**config.mk**
```make
export PLATFORM = sky130hd
export DESIGN_NAME = jtag_dmi_dr
export DESIGN_NICKNAME = d
export VERILOG_FILES = /design/src/rtl/jtag_dmi_dr.sv
export SDC_FILE = /design/constraint.sdc
export NUM_CORES = 1
export LEC_CHECK = 0
export BUFFER_PORTS_ARGS = -buffer_cell sky130_fd_sc_hd__buf_2
export CAP_MARGIN = 20
export CORE_MARGIN = 5
export CORE_UTILIZATION = 45
export DETAILED_ROUTE_END_ITERATION = 6
export PLACE_DENSITY = 0.75
export SYNTH_ARGS = -nofsm -noshare
export SYNTH_HDL_FRONTEND = slang
export SYNTH_SLANG_ARGS = --single-unit
export TNS_END_PERCENT = 50
```
**constraint.sdc**
```tcl
create_clock -name tck_i -period 1.8 [get_ports tck_i]
set_clock_uncertainty 0.1 [all_clocks]
set_input_delay 0.09 -clock tck_i [delete_from_list [all_inputs] [get_ports tck_i]]
set_output_delay 0.09 -clock tck_i [all_outputs]
set_load 0.005 [all_outputs]
```
**src/rtl/jtag_dmi_dr.sv**
```systemverilog
// JTAG data registers for a RISC-V debug transport module: IDCODE, DTMCS,
// DMI and BYPASS scan chains, plus the DMI request/response sequencer.
//
// Handshakes: a DMI request transfers on a rising tck_i edge where
// dmi_req_valid_o and dmi_req_ready_i are both high; addr/data/op hold steady
// while valid is high. A response transfers on an edge where dmi_resp_valid_i
// and dmi_resp_ready_o are both high. Valid never waits on ready.
module jtag_dmi_dr #(
  parameter logic [31:0] IDCODE_VALUE = 32'h1000_0001,
  parameter int unsigned ABITS        = 7
) (
  input  logic             tck_i,
  input  logic             trst_ni,
  input  logic [4:0]       ir_i,
  input  logic             capture_dr_i,
  input  logic             shift_dr_i,
  input  logic             update_dr_i,
  input  logic             td_i,
  output logic             dr_tdo_o,
  output logic             dmi_req_valid_o,
  input  logic             dmi_req_ready_i,
  output logic [ABITS-1:0] dmi_req_addr_o,
  output logic [31:0]      dmi_req_data_o,
  output logic [1:0]       dmi_req_op_o,
  input  logic             dmi_resp_valid_i,
  output logic             dmi_resp_ready_o,
  input  logic [31:0]      dmi_resp_data_i,
  input  logic [1:0]       dmi_resp_op_i,
  output logic [1:0]       dbg_state
);

  localparam int DW = ABITS + 34;
  localparam logic [5:0] ABITS6 = 6'(ABITS);

  typedef enum logic [1:0] {
    ST_IDLE = 2'd0,
    ST_REQ  = 2'd1,
    ST_WAIT = 2'd2
  } state_e;

  state_e state_q, state_d;

  logic [31:0]      idcode_sr;
  logic [31:0]      dtmcs_sr;
  logic [DW-1:0]    dmi_sr;
  logic             bypass_sr;
  logic [ABITS-1:0] addr_q;
  logic [31:0]      data_q;
  logic [1:0]       op_q;
  logic [1:0]       sticky_q;

  logic sel_idcode, sel_dtmcs, sel_dmi, sel_bypass;
  logic [31:0] dtmcs_cap;
  logic [1:0]  dmi_cap_op;
  logic dmi_update, dtmcs_update, hard_reset, dmi_reset;
  logic issue, busy_access, resp_take;

  assign sel_idcode = (ir_i == 5'h01);
  assign sel_dtmcs  = (ir_i == 5'h10);
  assign sel_dmi    = (ir_i == 5'h11);
  assign sel_bypass = !(sel_idcode || sel_dtmcs || sel_dmi);

  // Busy (3) dominates; otherwise report the sticky error status.
  assign dmi_cap_op = ((state_q != ST_IDLE) || (sticky_q == 2'd3)) ? 2'b11 : sticky_q;
  assign dtmcs_cap  = {14'b0, 2'b0, 1'b0, 3'd1, sticky_q, ABITS6, 4'd1};

  assign dmi_update   = update_dr_i && sel_dmi;
  assign dtmcs_update = update_dr_i && sel_dtmcs;
  assign hard_reset   = dtmcs_update && dtmcs_sr[17];
  assign dmi_reset    = dtmcs_update && dtmcs_sr[16];

  // A new request only starts from a clean, idle sequencer with a real op.
  assign issue = dmi_update && (state_q == ST_IDLE) && (sticky_q == 2'd0) &&
                 ((dmi_sr[1:0] == 2'd1) || (dmi_sr[1:0] == 2'd2));
  assign busy_access = sel_dmi && (capture_dr_i || update_dr_i) && (state_q != ST_IDLE);
  // Hard reset wins over a response arriving in the same cycle.
  assign resp_take = (state_q == ST_WAIT) && dmi_resp_valid_i && !hard_reset;

  // Scan chains: capture parallel value or shift right with td_i into the MSB.
  always_ff @(posedge tck_i or negedge trst_ni) begin
    if (!trst_ni) begin
      idcode_sr <= '0;
      dtmcs_sr  <= '0;
      dmi_sr    <= '0;
      bypass_sr <= 1'b0;
    end else begin
      if (sel_idcode) begin
        if (capture_dr_i)    idcode_sr <= IDCODE_VALUE;
        else if (shift_dr_i) idcode_sr <= {td_i, idcode_sr[31:1]};
      end
      if (sel_dtmcs) begin
        if (capture_dr_i)    dtmcs_sr <= dtmcs_cap;
        else if (shift_dr_i) dtmcs_sr <= {td_i, dtmcs_sr[31:1]};
      end
      if (sel_dmi) begin
        if (capture_dr_i)    dmi_sr <= {addr_q, data_q, dmi_cap_op};
        else if (shift_dr_i) dmi_sr <= {td_i, dmi_sr[DW-1:1]};
      end
      if (sel_bypass) begin
        if (capture_dr_i)    bypass_sr <= 1'b0;
        else if (shift_dr_i) bypass_sr <= td_i;
      end
    end
  end

  // Serial output: LSB of the selected chain.
  always_comb begin
    dr_tdo_o = bypass_sr;
    if (sel_idcode)     dr_tdo_o = idcode_sr[0];
    else if (sel_dtmcs) dr_tdo_o = dtmcs_sr[0];
    else if (sel_dmi)   dr_tdo_o = dmi_sr[0];
  end

  // Sequencer state register.
  always_ff @(posedge tck_i or negedge trst_ni) begin
    if (!trst_ni) state_q <= ST_IDLE;
    else          state_q <= state_d;
  end

  // Sequencer next state; hard reset overrides everything.
  always_comb begin
    state_d = state_q;
    case (state_q)
      ST_IDLE: if (issue) state_d = ST_REQ;
      ST_REQ:  if (dmi_req_ready_i) state_d = ST_WAIT;
      ST_WAIT: if (dmi_resp_valid_i) state_d = ST_IDLE;
      default: state_d = ST_IDLE;
    endcase
    if (hard_reset) state_d = ST_IDLE;
  end

  // Sticky status: cleared by dmireset/dmihardreset, set busy on overlap,
  // set failed on an error response.
  always_ff @(posedge tck_i or negedge trst_ni) begin
    if (!trst_ni) begin
      sticky_q <= 2'd0;
    end else if (hard_reset || dmi_reset) begin
      sticky_q <= 2'd0;
    end else if (busy_access) begin
      sticky_q <= 2'd3;
    end else if (resp_take && (dmi_resp_op_i != 2'd0)) begin
      sticky_q <= 2'd2;
    end
  end

  // Request fields latch at issue; data is overwritten by the response.
  always_ff @(posedge tck_i or negedge trst_ni) begin
    if (!trst_ni) begin
      addr_q <= '0;
      data_q <= '0;
      op_q   <= 2'd0;
    end else if (issue) begin
      addr_q <= dmi_sr[DW-1:34];
      data_q <= dmi_sr[33:2];
      op_q   <= dmi_sr[1:0];
    end else if (resp_take) begin
      data_q <= dmi_resp_data_i;
    end
  end

  assign dmi_req_valid_o  = (state_q == ST_REQ);
  assign dmi_resp_ready_o = (state_q == ST_WAIT);
  assign dmi_req_addr_o   = addr_q;
  assign dmi_req_data_o   = data_q;
  assign dmi_req_op_o     = op_q;
  assign dbg_state        = state_q;

endmodule
```
After elaboration in Yosys (flattened, before gate mapping) --
Index checks and enable logic that the tools add are counted.
Cells by class: add/sub/neg operators 0, multiply operators 0, divide/modulo/power cells 0, $lt $le $gt $ge 0, eq/ne operators 11, shift operators 0, muxes and demuxes 22, bitwise operators 1, reduce and logical (&&, ||, !) cells 31
Operator list (count):
- $mux W32 | 6
- $mux W41 | 2
- $mux W2 | 8
- $logic_and A1 B1 Y1 | 12
- $eq A5 B5 Y1 const B | 2
- $reduce_and A2 Y1 | 4
- $reduce_bool A2 Y1 | 4
- $eq A2 B2 Y1 const B | 3
- $logic_or A1 B1 Y1 | 6
- $pmux W2 S3 | 1
- $eq A5 B1 Y1 const B | 1
- $mux W1 | 5
- $eq A2 B1 Y1 const B | 2
- $logic_not A2 Y1 | 2
- $ne A3 B1 Y1 const B | 1
- $ne A3 B2 Y1 const B | 1
- $ne A3 B3 Y1 const B | 1
- $reduce_and A3 Y1 | 1
- $reduce_bool A3 Y1 | 1
- $logic_not A1 Y1 | 1
- $not A1 Y1 | 1
Word-level totals: flip-flop bits (word level) 151, bits in latches 0, RAM bits 0, memory bits (read-only) 0, input bits 47, output and inout port bits 46, word-level logic and storage cells 74, memories 0

Logic depth before layout (Yosys ltp) --
depth after elaboration 9, mapped depth 7

Worst setup path before layout --
No wires, ideal clock.
kind input to register, start input port ir_i[1], end register data_q[10] (netlist: dmi_req_data_o[10]), setup time 0.127 ns, arrival 1.780 ns, required time 1.573 ns, slack -0.207 ns, stages 5, path buffers 1, cell sequence or4b_1 -> o211ai_2 -> buf_4 -> mux2_1 -> mux2_1
Between the ends: word-level cells in the longest chain between the ends 6, elaborated cells on any way between the ends 12, classes of those cells eq/ne (2); mux (1); reduce/logical (9)
Ends and longest elaborated chain:
- start, declared | line 14 | input logic [4:0] ir_i,
- $eq A5 B5 Y1 (on tied branches) | line 60, 59
- $logic_and A1 B1 Y1 (on tied branches) | line 67, 68
- $logic_and A1 B1 Y1 (on tied branches) | line 73, 69
- $logic_and A1 B1 Y1 / $logic_not A1 Y1 (equally long branches) | line 73, 77
- $logic_and A1 B1 Y1 (on tied branches) | line 73, 77
- $mux W32 / $reduce_bool A2 Y1 (equally long branches)
- end signal, assigned | line 154 | data_q <= dmi_sr[33:2];
- end signal, assigned | line 157 | data_q <= dmi_resp_data_i;
- end, declared | line 48 | logic [31:0] data_q;
Several ways; a longest one is shown, not always the timed one. A chain may end at the register's enable or synchronous reset.

Worst setup path after layout --
start register state_q[0] (netlist: dbg_state[0]), end register data_q[19] (netlist: dmi_req_data_o[19])
Between the ends: word-level cells in the longest chain between the ends 5, elaborated cells on any way between the ends 9, classes of those cells eq/ne (1); mux (1); reduce/logical (7)
Ends and longest elaborated chain:
- start, declared | line 41 | state_e state_q, state_d;
- start signal, assigned | line 117 | else state_q <= state_d;
- $logic_not A2 Y1 | line 73 | assign issue = dmi_update && (state_q == ST_IDLE) && (sticky_q == 2'd0) &&
- $logic_and A1 B1 Y1 (3 in a row) | line 73
- $mux W32 / $reduce_bool A2 Y1 (equally long branches)
Several ways; a longest one is shown, not always the timed one.

==> run_results.csv <==
group,metric,value,unit
status,outcome,"finished, violations left",
status,violations,"negative setup slack",
timing,worstMarginPinSlew,0.528,ns
worst_setup_path,crit_type,"register to register",
power_and_ir_drop,power.density,895,nW/µm²
die,dieArea,17700,µm²
clock_tree,clock_latency,0.43,ns
worst_setup_path,required,2.01,ns
yosys,yosys_most_used_dff,"dfrtp_1",
clock_tree,cts.reportedPaths.clkPinSlew,0.06,ns
power_and_ir_drop,pwr-share-seq,45.9,%
global_routing,grt_pass1_vias,5600,
global_routing,grt_usage,19.7,%
yosys,ys_seq_area_share,55.4,%
placement,placed_area,7930,µm²
run,drv_cap,0,
clock_tree,cts.sinks,151,
worst_setup_path,cp-end-kind,"register",
clock_tree,cts_tree,"done",
placement,dp.cells,897,
worst_setup_path,crit_chain,"nor3_4 > nand3b_1 > or3_4 > buf_16 > mux2_4",
yosys,syn_inst,627,
die,die_h,133,µm
placement,pre_cts_ws,-0.321,ns
worst_setup_path,crit_fanout,17,
power_and_ir_drop,p_int,0.00625,W
layout,areaGrowthSynthToFinish,34.1,%
timing,hold_viol,0,
detailed_routing,finalWirelength,17.0,mm
global_routing,antenna_found_initial,0,
layout,finalNonFillerCells,980,
worst_setup_path,cpMaxStageDelayCell,"dfrtp_2",
layout,register_area,3780,µm²
yosys,ys_async_sr_fraction,100,%
timing,finalSetupViolations,41,
worst_setup_path,cp.buffers_inverters,1,
timing,fin_crit_sh,107,%
yosys,ys_ff_latch,151,
yosys,yosys_warnings,0,
detailed_routing,drt_pass1_iterations,4,
worst_setup_path,critPathArrivalTime,2.13,ns
layout,postLayoutCoreUtil,60.8,%
detailed_routing,drc,0,
placement,port_buffers,92,
power_and_ir_drop,comb_power_share,13.0,%
timing,relSlewSlack,64.8,%
layout,fin_area,9140,µm²
global_routing,grt_pass1_wl,27.9,mm
detailed_routing,ant_nets,0,
layout,multi_input_area,3110,µm²
clock_tree,htree_num_levels,4,
detailed_routing,avgViaCountPerCell,5.33,
yosys,synth_fp_nets,674,
timing,rsz0062_at_grt,"yes",
die,fp-row-count,45,
placement,gp_congestion,0.785,
power_and_ir_drop,netSwitchingFraction,23.6,%
placement,place_hpwl,9.83,mm
detailed_routing,via_count,5222,
timing,fin_ws,-0.127,ns
power_and_ir_drop,clkPwrFrac,41.1,%
power_and_ir_drop,p_sw,0.00193,W
die,die_w,133,µm
layout,drive_above_1_share,31.8,%
die,start_util,45.3,%
die,coreArea,15000,µm²
clock_tree,cts_buffers,17,
worst_setup_path,cp-start-kind,"register",
die,io_pins,93,
hold_path,hold_class,"input port to async pin",
timing,drv_slew,0,
yosys,synth_edf_count,0,
layout,antennaDiodeCount,0,
detailed_routing,first_iter_violations,376,
yosys,syn_avg_cell_area,10.9,µm²
clock_tree,ctsLongestPathBuffers,2,
global_routing,grt-ovfl-total,0,
layout,fin_nets,829,
yosys,ys_types,34,
worst_setup_path,max_stage_delay,0.45,ns
clock_tree,cts_root_buf,"clkbuf_16",
layout,nFillCells,1132,
timing,max_freq,519,MHz
global_routing,grt_max_degree,109,
yosys,syn_area,6820,µm²
worst_setup_path,critPathTopFamily,"simple AND/OR/NAND/NOR gates",
power_and_ir_drop,ir_worst_vdd,0.714,mV
power_and_ir_drop,p_leak,4.73,nW
timing,period_minus_slack,1.93,ns
detailed_routing,wl_per_cell,17.3,µm
state kept, by name, indices dropped and copies added (netlist names):
signal and count:
dmi_sr 41, dmi_req_data_o 32, dtmcs_sr 32, idcode_sr 32
dmi_req_addr_o 7, dbg_state 2, dmi_req_op_o 2, sticky_q 2
bypass_sr 1
per-stage QoR:
stage	hold WS, ns	setup TNS (ns)	power (W)
5_1_grt	0.109	-5.81	0.00848
3_5_place_dp	-0.0499	-15.38	0.00468
2_1_floorplan	-0.306	-2.83	0.00427
6_report	0.0622	-4.23	0.00818
3_3_place_gp	-0.0535	-13.12	0.00463
4_1_cts	0.0501	-2.63	0.00817
synthesized netlist by cell type (2+ instances only):
library cell / count / area share (%)
mux2i_1: 41 / 6.0
buf_1: 3 / 0.17
o21ai_0: 49 / 3.6
inv_1: 2 / 0.11
buf_6: 4 / 0.66
a21oi_1: 2 / 0.15
o21ai_1: 30 / 2.2
mux2_1: 68 / 11
nand2_1: 140 / 7.7
nand2b_1: 26 / 2.4
nor2_1: 10 / 0.55
or4b_1: 2 / 0.29
a22oi_1: 2 / 0.22
buf_2: 8 / 0.59
or3_1: 3 / 0.28
clkbuf_1: 26 / 1.4
o21bai_1: 2 / 0.22
nor3_1: 3 / 0.22
buf_4: 3 / 0.33
nor2b_1: 3 / 0.28
nand3b_1: 32 / 3.5
o22ai_1: 2 / 0.18
mux2_2: 5 / 0.83
dfrtp_1: 151 / 55
metal layers:
layer,share of wire [%],routed length [µm],GRT usage (%)
met1,43,7270,24.6
met4,3.8,651,11.2
met3,3.5,602,4.26
met2,50,8440,31.8
met5,0,0,0
cells in the final DEF (no fill, tap or decap), types with 2 or more instances in the layout:
cell | synthesis | final
a21oi_1 | 2 | 2
a22oi_1 | 2 | 2
buf_12 | 0 | 11
buf_16 | 0 | 2
buf_2 | 8 | 90
buf_4 | 3 | 27
buf_6 | 4 | 8
bufinv_16 | 0 | 2
clkbuf_16 | 0 | 18
clkinv_2 | 0 | 7
clkinvlp_4 | 0 | 2
dfrtp_1 | 151 | 150
dlygate4sd3_1 | 0 | 40
inv_1 | 2 | 2
mux2_2 | 5 | 5
mux2_4 | 0 | 67
mux2i_1 | 41 | 41
nand2_1 | 140 | 139
nand2b_1 | 26 | 26
nand3b_1 | 32 | 32
nor2_1 | 10 | 10
nor2b_1 | 3 | 3
nor3_1 | 3 | 2
nor4b_2 | 1 | 2
o21ai_0 | 49 | 46
o21ai_1 | 30 | 32
o21bai_1 | 2 | 2
o22ai_1 | 2 | 2
or3_1 | 3 | 2
cell families (layout without fill, tap and decap cells):
kind of cell	Yosys count	count (layout)	synth area share (%)
xor+xnor	1	1	0.129
mux	114	114	18.1
buf+inv	46	211	3.29
flops	151	151	55.4
compound gates	94	94	7.47
simple gates	221	221	15.6
repair_timing:
item,4_1_cts,5_1_grt
endpoints found under the hold margin,189,0
hold buffers,40,0
gates cloned,2,1
endpoints found under the setup margin,43,44
setup buffers,10,1
pin swaps,1,3
resized for setup,20,10
worst paths after layout:
kind / from / end / slack (ns) / depth (start not counted)
setup / recovery: dbg_state[0]$_DFFE_PN0P_ / dmi_req_data_o[19]$_DFFE_PN0P_ / -0.13 / 5
hold / removal: trst_ni / dmi_sr[17]$_DFFE_PN0P_ / 0.06 / 2
setup reg to reg: dbg_state[0]$_DFFE_PN0P_ / dmi_req_data_o[19]$_DFFE_PN0P_ / -0.13 / 5
hold reg to reg: idcode_sr[27]$_DFFE_PN0P_ / idcode_sr[27]$_DFFE_PN0P_ / 0.37 / 2
max in group asynchronous: trst_ni / dmi_req_addr_o[0]$_DFFE_PN0P_ / 0.91 / 3
min in group tck_i: ir_i[0] / dbg_state[1]$_DFFE_PN0P_ / 0.07 / 4
area by class of cell:
| cell class | count | share of cell area (%) |
|---|---|---|
| repair buffers | 180 | 16.0 |
| clock buffers | 18 | 4.80 |
| inverters | 2 | 0.0821 |
| well taps | 188 | 2.57 |
| multi-input cells | 430 | 34.0 |
| clock inverters | 11 | 1.20 |
| flip-flops and latches | 151 | 41.3 |
power by group through the flow:
stage / logic (W) / registers (W) / clock network [W]
floorplan: 0.000507 / 0.00377 / 0
global placement: 0.000849 / 0.00378 / 0
detailed placement: 0.000887 / 0.00380 / 0
CTS: 0.00101 / 0.00374 / 0.00341
global route: 0.00115 / 0.00377 / 0.00356
finish: 0.00106 / 0.00376 / 0.00336
Note: power is estimated with default switching activity, not from simulation.
